## src/rtl/board_pkg.sv

```systemverilog
// Shared definitions for the battleship board renderer: cell codes, VGA 640x480@60
// timing limits, palette and board geometry.
package board_pkg;

  typedef enum logic [1:0] {
    AGUA        = 2'b00,
    BARCO       = 2'b01,
    ATACA_BARCO = 2'b10,
    ATACA_AGUA  = 2'b11
  } cell_t;

  // Sync limits are inclusive pixel/line indices.
  localparam int H_VISIBLE    = 640;
  localparam int H_SYNC_START = 656;
  localparam int H_SYNC_END   = 751;
  localparam int H_TOTAL      = 800;
  localparam int V_VISIBLE    = 480;
  localparam int V_SYNC_START = 490;
  localparam int V_SYNC_END   = 491;
  localparam int V_TOTAL      = 525;

  localparam int CELL_SIZE = 64;
  localparam int CELLS     = 5;
  localparam int BOARD_PIX = CELL_SIZE * CELLS;

  localparam logic [23:0] COL_BLACK  = 24'h000000;
  localparam logic [23:0] COL_DGREY  = 24'h202020;
  localparam logic [23:0] COL_WHITE  = 24'hFFFFFF;
  localparam logic [23:0] COL_YELLOW = 24'hFFFF00;
  localparam logic [23:0] COL_BLUE   = 24'h0000C0;
  localparam logic [23:0] COL_GREEN  = 24'h00C000;
  localparam logic [23:0] COL_RED    = 24'hC00000;
  localparam logic [23:0] COL_LGREY  = 24'hA0A0A0;

  function automatic logic [23:0] cell_colour(input logic [1:0] code);
    logic [23:0] colour;
    case (code)
      AGUA:        colour = COL_BLUE;
      BARCO:       colour = COL_GREEN;
      ATACA_BARCO: colour = COL_RED;
      default:     colour = COL_LGREY;
    endcase
    return colour;
  endfunction

endpackage

```

## src/rtl/vga_timing.sv

```systemverilog
// Pixel-tick divider and 800x525 raster counters producing raw sync, visible
// flag and the start-of-frame strobe.
import board_pkg::*;

module vga_timing #(
  parameter int CLK_DIV = 2
) (
  input  logic       clk,
  input  logic       rst,
  output logic       pix_en,
  output logic [9:0] hc,
  output logic [9:0] vc,
  output logic       visible,
  output logic       hsync_raw,
  output logic       vsync_raw,
  output logic       frame_start
);

  localparam int DW = (CLK_DIV > 1) ? $clog2(CLK_DIV) : 1;

  logic [DW-1:0] div;

  // pix_en is registered so it stays low in reset even when CLK_DIV is 1.
  always_ff @(posedge clk or posedge rst) begin
    if (rst) begin
      div    <= '0;
      pix_en <= 1'b0;
    end else if (div == DW'(CLK_DIV - 1)) begin
      div    <= '0;
      pix_en <= 1'b1;
    end else begin
      div    <= div + 1'b1;
      pix_en <= 1'b0;
    end
  end

  always_ff @(posedge clk or posedge rst) begin
    if (rst) begin
      hc <= '0;
      vc <= '0;
    end else if (pix_en) begin
      if (hc == 10'(H_TOTAL - 1)) begin
        hc <= '0;
        vc <= (vc == 10'(V_TOTAL - 1)) ? 10'd0 : vc + 10'd1;
      end else begin
        hc <= hc + 10'd1;
      end
    end
  end

  assign visible     = (hc < 10'(H_VISIBLE)) && (vc < 10'(V_VISIBLE));
  assign hsync_raw   = !((hc >= 10'(H_SYNC_START)) && (hc <= 10'(H_SYNC_END)));
  assign vsync_raw   = !((vc >= 10'(V_SYNC_START)) && (vc <= 10'(V_SYNC_END)));
  assign frame_start = pix_en && (hc == 10'd0) && (vc == 10'd0);

endmodule

```

## src/rtl/board_renderer.sv

```systemverilog
// Draws the player and PC 5x5 boards side by side on a 640x480 VGA raster.
// Define BOARD_CURSOR_EN to overlay the yellow cursor cell.
import board_pkg::*;

module board_renderer #(
  parameter int CLK_DIV  = 2,
  parameter int BOARD_Y0 = 80
) (
  input  logic       clk,
  input  logic       rst,
  input  logic [1:0] tablero_jugador [0:4][0:4],
  input  logic [1:0] tablero_pc      [0:4][0:4],
  input  logic [2:0] i_actual,
  input  logic [2:0] j_actual,
  input  logic       cursor_on_pc,
  output logic       vga_clk,
  output logic       hsync,
  output logic       vsync,
  output logic       blank_n,
  output logic       sync_n,
  output logic [7:0] r,
  output logic [7:0] g,
  output logic [7:0] b,
  output logic       frame_start
);

  logic       pix_en, visible, hsync_raw, vsync_raw;
  logic [9:0] hc, vc;

  vga_timing #(.CLK_DIV(CLK_DIV)) u_timing (
    .clk        (clk),
    .rst        (rst),
    .pix_en     (pix_en),
    .hc         (hc),
    .vc         (vc),
    .visible    (visible),
    .hsync_raw  (hsync_raw),
    .vsync_raw  (vsync_raw),
    .frame_start(frame_start)
  );

  // Bit 10 of yo_full is the borrow, i.e. the row lies above the boards.
  logic [10:0] yo_full;
  logic [3:0]  col_c;
  logic        board_sel_c, inboard_c, grid_c;

  assign yo_full     = {1'b0, vc} - 11'(BOARD_Y0);
  assign board_sel_c = (hc >= 10'(BOARD_PIX));
  assign col_c       = board_sel_c ? (hc[9:6] - 4'(CELLS)) : hc[9:6];
  assign inboard_c   = visible && !yo_full[10] && (yo_full[9:0] <= 10'(BOARD_PIX - 1));
  assign grid_c      = (hc[5:0] == 6'd0) || (yo_full[5:0] == 6'd0) ||
                       (hc == 10'(H_VISIBLE - 1)) || (yo_full[9:0] == 10'(BOARD_PIX - 1));

  logic       s1_visible, s1_inboard, s1_sel, s1_grid, s1_hsync, s1_vsync;
  logic [2:0] s1_row, s1_col;

  always_ff @(posedge clk or posedge rst) begin
    if (rst) begin
      s1_visible <= 1'b0;
      s1_inboard <= 1'b0;
      s1_sel     <= 1'b0;
      s1_grid    <= 1'b0;
      s1_row     <= '0;
      s1_col     <= '0;
      s1_hsync   <= 1'b1;
      s1_vsync   <= 1'b1;
    end else if (pix_en) begin
      s1_visible <= visible;
      s1_inboard <= inboard_c;
      s1_sel     <= board_sel_c;
      s1_grid    <= grid_c;
      s1_row     <= yo_full[8:6];
      s1_col     <= col_c[2:0];
      s1_hsync   <= hsync_raw;
      s1_vsync   <= vsync_raw;
    end
  end

  // Boards are read live; off-board coordinates fall back to a harmless code.
  logic [1:0] cell_c;
  always_comb begin
    cell_c = AGUA;
    if ((s1_row < 3'(CELLS)) && (s1_col < 3'(CELLS)))
      cell_c = s1_sel ? tablero_pc[s1_row][s1_col] : tablero_jugador[s1_row][s1_col];
  end

  logic cursor_hit, unused_bits;
`ifdef BOARD_CURSOR_EN
  assign cursor_hit  = s1_inboard && !s1_grid && (s1_sel == cursor_on_pc) &&
                       (s1_row == i_actual) && (s1_col == j_actual);
  assign unused_bits = col_c[3];
`else
  assign cursor_hit  = 1'b0;
  assign unused_bits = ^{col_c[3], i_actual, j_actual, cursor_on_pc};
`endif

  logic [23:0] colour_c;
  always_comb begin
    colour_c = COL_BLACK;
    if (!s1_visible)      colour_c = COL_BLACK;
    else if (!s1_inboard) colour_c = COL_DGREY;
    else if (s1_grid)     colour_c = COL_WHITE;
    else if (cursor_hit)  colour_c = COL_YELLOW;
    else                  colour_c = cell_colour(cell_c);
  end

  always_ff @(posedge clk or posedge rst) begin
    if (rst) begin
      r       <= '0;
      g       <= '0;
      b       <= '0;
      hsync   <= 1'b1;
      vsync   <= 1'b1;
      blank_n <= 1'b0;
    end else if (pix_en) begin
      r       <= colour_c[23:16];
      g       <= colour_c[15:8];
      b       <= colour_c[7:0];
      hsync   <= s1_hsync;
      vsync   <= s1_vsync;
      blank_n <= s1_visible;
    end
  end

  assign vga_clk = pix_en;
  assign sync_n  = 1'b0;

endmodule

```

## config.mk

```make
export PLATFORM = sky130hd
export DESIGN_NAME = board_renderer
export DESIGN_NICKNAME = d
export VERILOG_FILES = /design/src/rtl/board_pkg.sv /design/src/rtl/vga_timing.sv /design/src/rtl/board_renderer.sv
export SDC_FILE = /design/constraint.sdc
export NUM_CORES = 1
export LEC_CHECK = 0
export CORE_MARGIN = 2
export CORE_UTILIZATION = 45
export CTS_BUF_LIST = sky130_fd_sc_hd__clkbuf_8 sky130_fd_sc_hd__clkbuf_16
export DETAILED_ROUTE_END_ITERATION = 16
export PLACE_DENSITY = 0.82
export SYNTH_ARGS = -nofsm -noshare
export SYNTH_HDL_FRONTEND = slang
export SYNTH_HIERARCHICAL = 1
export SYNTH_SLANG_ARGS = --single-unit
```

## constraint.sdc

```tcl
create_clock -name clk -period 3.45 [get_ports clk]
set_clock_uncertainty 0.15 [all_clocks]
set_input_delay 0.69 -clock clk [delete_from_list [all_inputs] [get_ports clk]]
set_output_delay 0.69 -clock clk [all_outputs]
set_load 0.01 [all_outputs]
```

==> metrics.cfg, run 1 <==
[power_and_ir_drop]
switchingPower_uw=226
ir_drop_uv=217
powerDensity_mw_per_mm2=225
pwr-share-clk_pct=38.4
pwr-share-seq_pct=47.8
finalPower_mw=1.10
swShare_pct=20.5
power_report.internal_total_uw=878
p_leak_nw=1.88
p_comb_share_pct=13.9

[timing]
fmax_ghz=0.316
finalCriticalPeriod_ns=3.16
drv_slew=0
rsz0062_at_grt=false
setup_viol=0
hold_viol_final=0
setup_tns_ns=0
holdWs_ns=0.268
fin_crit_sh_pct=91.6
worstMarginPinSlew_ns=0.839
relSlewSlack_pct=44.0

[place]
dpl.hpwl_um=7830
place.gp.congestion=0.867
io_buffers=130

[hold_path]
hold_depth=0
hold-path-endpoint=u_timing/pix_en
min_from=u_timing/div
hold_class=flip-flop to flip-flop

[synthesis]
yosysSeqAreaShare_pct=31.7
yosys_warnings=6
yosysUniqueCellTypes=69
synth_cells=396
syn_avg_cell_area_um2=9.02
ys.flop_type=dfrtp_1
synth_area_mm2=0.00357
ys_seq_elements=45
async_reset_ff_share_pct=100
syn_nets=515
synth_edf_count=0

[final_layout]
seq_area_mm2=0.00113
area_delta_synth_final_pct=37.4
diodes=0
layout-drive-gt1-share_pct=9.26
fin_util_pct=63.5
n_fill_cell=642
nNetsFinal=615
multi_input_area_mm2=0.00208

[worst_setup_path]
r2r_cells=9
critPathMaxFanout=20
end_kind=flip-flop
start_kind=flip-flop
cp.arrival_ns=3.20
r2r_setup_slack_ns=0.29
crit_type=flip-flop to flip-flop
r2r_end=r[5]
r2r_start=s1_row[0]
required_ns=3.49

[clocking]
clk-insertion-delay-late_ns=0.31
cts.clk_slew.worst_paths_ns=0.09
cts_setup_buffers=0
htree_levels=2
cts_tree=done
root_buffer=clkbuf_8
cts.sinks=45
cts_resized=0
cts_buffer_depth=2
cts_buffers=5
cts_hold_buf=0

[grt]
grt_pass1_vias=3259
grt_max_degree=27
gr-usage-all-layers_pct=23.9
grt_pass1_wl_um=16500
grt_overflow=0
grt_antenna_before_repair=0

[die]
die_h_um=93.1
die_area_mm2=0.00866
start_util_pct=46.2
num_rows=32
core-area_mm2=0.00773
ios=139
die_w_um=93.1

[route]
dr.pass1.iters=5
vias_per_cell=5.56
drc=0
final_antenna_net_count=0
drt-total-wl_um=10200
wl_per_cell_um=17.0
num_vias=3329
dr.first_iter.drc_count=194

[flow_run]
cap_violations=0

[run_status]
status=complete, no violations

[metal layers]
layer / vias to the layer above / wire length (um) / GRT usage (%)
met3: 14 / 715 / 4.83
li1: 1623 / - / -
met4: 0 / 147 / 7.11
met1: 1570 / 4060 / 28.4
met5: - / 0 / 0
met2: 122 / 5280 / 43.6
[sequential cells by signal, indices dropped and copies added (netlist names), 2 cells and up]
name	flops
s1_col	3
b	2
u_timing/vc	10
r	4
u_timing/hc	10
g	2
s1_row	3
[kinds of logic (layout without fill, tap and decap cells)]
family,after synthesis,in the layout,share of synthesized area [%]
DFF,45,45,31.7
and+or+nand+nor,138,138,20.9
other,1,1,0.105
AOI/OAI and AO/OA,81,81,15.0
adders and majority gates,10,10,3.50
buffers and inverters,69,170,10.1
xor gates and xnor gates,12,12,2.94
muxes,40,40,15.7
[critical path: stages (launching register included)]
cell and delay [ns]:
dfrtp_2 0.71, buf_4 0.27, mux4_2 0.50, mux2i_1 0.22, o21ai_0 0.12, a211o_1 0.26, o21a_1 0.14, ha_1 0.21
o311ai_0 0.33, o21ai_1 0.11
[synth_stat cells, drive strengths merged (10+ instances only)]
library cell / number / area share (%)
nand2: 20 / 2.1
mux2i: 19 / 5.3
xnor2: 10 / 2.5
nor2: 32 / 3.4
ha: 10 / 3.5
dfrtp: 41 / 29
buf: 31 / 6.1
clkbuf: 13 / 1.4
nand3: 26 / 3.6
a21oi: 20 / 2.8
inv: 23 / 2.4
nor3: 14 / 2.1
o21ai: 23 / 3.2
mux4: 12 / 7.6
[final cells by class]
class                           count  share of cell area [%]
Tap cell                          102                    2.60
Clock inverter                      2                   0.765
Timing Repair Buffer              137                    27.6
Sequential cell                    45                    23.1
Clock buffer                        6                    1.68
Inverter                           25                    1.91
Multi-Input combinational cell    282                    42.4
[stage by stage]
stage	cells	worst slack, ns	instance area [um^2]
5_1_grt	599	0.153	4910
2_1_floorplan	396	0.904	3570
4_1_cts	599	0.259	4910
3_5_place_dp	591	0.145	4790
6_report	599	0.290	4910
3_3_place_gp	591	0.285	4790
[layout by cell type (no fill, tap or decap), types with 8 or more instances in the layout]
cell type	instances
nand2_1	20
a21oi_1	20
nand3_1	26
dfrtp_1	40
nand2b_1	8
ha_1	10
xnor2_1	10
o21ai_0	13
inv_1	21
nor2_1	32
mux2i_1	19
mux4_2	12
o21ai_1	10
nor3_1	13
clkdlybuf4s50_1	130
[worst max path at each step]
stage | cells past startpoint | end | slack [ns] | start
global route | 9 | r[5] | 0.15 | s1_row[0]
CTS | 9 | r[5] | 0.26 | s1_row[0]
global placement | 9 | r[5] | 0.29 | tablero_pc[19]
detailed placement | 9 | r[5] | 0.14 | tablero_pc[29]
finish | 9 | r[5] | 0.29 | s1_row[0]
floorplan | 10 | r[5] | 0.90 | s1_row[0]
[power groups by stage]
| stage | Combinational, mW | Sequential (mW) | Clock (mW) |
|---|---|---|---|
| after floorplan | 0.0308 | 0.537 | 0 |
| after global placement | 0.151 | 0.537 | 0 |
| after detailed placement | 0.153 | 0.537 | 0 |
| after CTS | 0.155 | 0.527 | 0.430 |
| after global routing | 0.163 | 0.527 | 0.448 |
| final | 0.153 | 0.527 | 0.424 |
No activity file was read; power rests on OpenSTA's default activity.
==> run 2, diff against run 1 <==
--- a/config.mk
+++ b/config.mk
@@ -9,7 +9,7 @@
 export CORE_UTILIZATION = 45
 export CTS_BUF_LIST = sky130_fd_sc_hd__clkbuf_8 sky130_fd_sc_hd__clkbuf_16
 export DETAILED_ROUTE_END_ITERATION = 16
-export PLACE_DENSITY = 0.82
+export PLACE_DENSITY = 0.79
 export SYNTH_ARGS = -nofsm -noshare
 export SYNTH_HDL_FRONTEND = slang
 export SYNTH_HIERARCHICAL = 1
==> run 2 against run 1 <==
  * Cell area fell by 0.54%
  * Register-to-register slack improved by 0.15 ns
  * Die area stayed put
  * Utilization decreased by 0.34 points
  * Clock-buffer cell count decreased by 1
  * Cell count shrank 0.33%
  * Power decreased by 11%
  * Clock power decreased by 28%
==> metrics.cfg, run 2 (synthesized netlist as in run 1, its figures left out) <==
[grt]
grt_pass1_wl_um=16600  ; +0.21%
grt_overflow=0  ; unchanged
grt_antenna_before_repair=0  ; unchanged
grt_max_degree=35  ; +30%
gr-usage-all-layers_pct=24.0  ; +0.092 points
grt_pass1_vias=3347  ; +2.7%

[worst_setup_path]
crit_chain=buf_12 > or2_1 > o21ai_1 > a21oi_1 > a31o_1 > a2111oi_1 > a211o_1 > o21ai_0 > ha_1 > nor2_1 > o2bb2ai_1
end_kind=flip-flop
r2r_cells=11  ; +2
r2r_start=s1_row[0]
cp_slowest_cell=dfrtp_2
cp.arrival_ns=3.04  ; -0.16 ns
max_stage_delay_ns=0.54  ; -0.17 ns
crit_type=flip-flop to flip-flop
critPathMaxFanout=18  ; -10%
r2r_end=b[7]
required_ns=3.48  ; about the same
start_kind=flip-flop
r2r_setup_slack_ns=0.44  ; +0.15 ns

[route]
num_vias=3359  ; +0.90%
dr.pass1.iters=4  ; -1
vias_per_cell=5.63  ; +1.2%
drc=0  ; unchanged
final_antenna_net_count=0  ; unchanged
dr.first_iter.drc_count=178  ; -8.2%
drt-total-wl_um=10200  ; -0.22%
wl_per_cell_um=17.1  ; +0.12%

[timing]
setup_tns_ns=0  ; unchanged
rsz0062_at_grt=false
drv_slew=0  ; unchanged
finalCriticalPeriod_ns=3.01  ; -0.153 ns
worstMarginPinSlew_ns=0.846  ; +0.00699 ns
holdWs_ns=0.231  ; -0.0369 ns
relSlewSlack_pct=43.5  ; -0.47 points
fmax_ghz=0.333  ; +5.1%
setup_viol=0  ; unchanged
fin_crit_sh_pct=87.2  ; -4.4 points
hold_viol_final=0  ; unchanged

[hold_path]
hold_class=flip-flop to flip-flop
hold-path-endpoint=u_timing/pix_en
hold_depth=0  ; unchanged
min_from=u_timing/div

[die]
die_h_um=93.1  ; unchanged
core-area_mm2=0.00773  ; unchanged
ios=139  ; unchanged
start_util_pct=46.2  ; unchanged
num_rows=32  ; unchanged
die_w_um=93.1  ; unchanged
die_area_mm2=0.00866  ; unchanged

[place]
place_area_mm2=0.00480  ; +0.21%
place.gp.congestion=0.867  ; about the same
io_buffers=130  ; unchanged
dpl.hpwl_um=7900  ; +0.88%

[run_status]
status=complete, no violations

[power_and_ir_drop]
power_report.internal_total_uw=779  ; -11%
p_leak_nw=1.87  ; -0.59%
p_comb_share_pct=15.4  ; +1.5 points
ir_drop_uv=189  ; -13%
powerDensity_mw_per_mm2=202  ; -10%
swShare_pct=20.9  ; +0.38 points
pwr-share-seq_pct=53.5  ; +5.7 points
pwr-share-clk_pct=31.1  ; -7.3 points
switchingPower_uw=206  ; -9.1%
finalPower_uw=985  ; -11%

[final_layout]
area_delta_synth_final_pct=36.7
diodes=0  ; unchanged
final_cell_mix=clkdlybuf4s50_1, dfrtp_1, nor2_1
nNetsFinal=613  ; -0.33%
final_common_cell=clkdlybuf4s50_1
fin_util_pct=63.1  ; -0.34 points
postLayoutCellArea_mm2=0.00488  ; -0.54%
reg.largest.list=u_timing/hc (10), u_timing/vc (10), r (4)
layout-drive-gt1-share_pct=8.48  ; -0.77 points
n_fill_cell=647  ; +0.78%

[clocking]
cts_tree=done
htree_levels=2  ; unchanged
root_buffer=clkbuf_8
cts_buffer_depth=2  ; unchanged
cts_setup_buffers=0  ; unchanged
cts.clk_slew.worst_paths_ns=0.08  ; about the same
cts_hold_buf=0  ; unchanged
clk-insertion-delay-late_ns=0.29  ; -0.02 ns
cts_buffers=5  ; unchanged
cts_resized=0  ; unchanged
cts.sinks=45  ; unchanged

[flow_run]
cap_violations=0  ; unchanged

-- run 2: cell types whose count changed in the layout (fill, tap and decap cells not counted) --
cell | before | now
buf_4 | 7 | 3
bufinv_16 | 1 | 0
clkbuf_8 | 6 | 5
buf_12 | 0 | 2
inv_1 | 21 | 23
-- run 2: layout make-up --
cell class | instances | area, um^2 | share of cell area [%]
well taps | 102 | 128 | 2.62
multi-input cells | 282 | 2080 | 42.6
clock inverters | 3 | 15.0 | 0.308
flip-flops and latches | 45 | 1130 | 23.2
repair buffers | 135 | 1360 | 27.9
inverters | 25 | 93.8 | 1.92
clock buffers | 5 | 68.8 | 1.41
-- run 2: layer usage --
metal  up-vias  global-route usage, %  share of wire [%]
li1       1621                      -                  -
met1      1602                   29.7                 42
met2       121                   42.9                 51
met3        15                   4.51                6.0
met4         0                   6.37                1.7
met5         -                      0                  0
-- run 2: per-stage QoR --
| stage | cells | setup WS [ns] |
|---|---|---|
| floorplan | 396 | 0.904 |
| global placement | 589 | 0.270 |
| detailed placement | 589 | 0.237 |
| CTS | 597 | 0.436 |
| global route | 597 | 0.259 |
| finish | 597 | 0.443 |
-- run 2: critical path: cells and delay by family, from the launching register on --
kind,cells,cell delay [ns]
fa+ha+maj,1,0.32
simple gates,2,0.40
flops,1,0.54
compound gates,7,1.27
buf+inv,1,0.22
-- run 2: worst max path at each step --
stage | cells after the start | start | slack [ns] | to
6_report | 11 | s1_row[0] | 0.44 | b[7]
3_3_place_gp | 9 | tablero_jugador[38] | 0.27 | r[5]
3_5_place_dp | 9 | tablero_pc[47] | 0.24 | r[5]
5_1_grt | 11 | s1_row[0] | 0.26 | b[7]
4_1_cts | 11 | s1_row[0] | 0.44 | b[7]
2_1_floorplan | 10 | s1_row[0] | 0.90 | r[5]
-- run 2: power groups by stage --
stage	clock network [mW]	logic, mW	registers (mW)
floorplan	0	0.0308	0.537
global placement	0	0.149	0.537
detailed placement	0	0.152	0.537
CTS	0.317	0.153	0.527
global route	0.338	0.163	0.527
finish	0.306	0.152	0.527
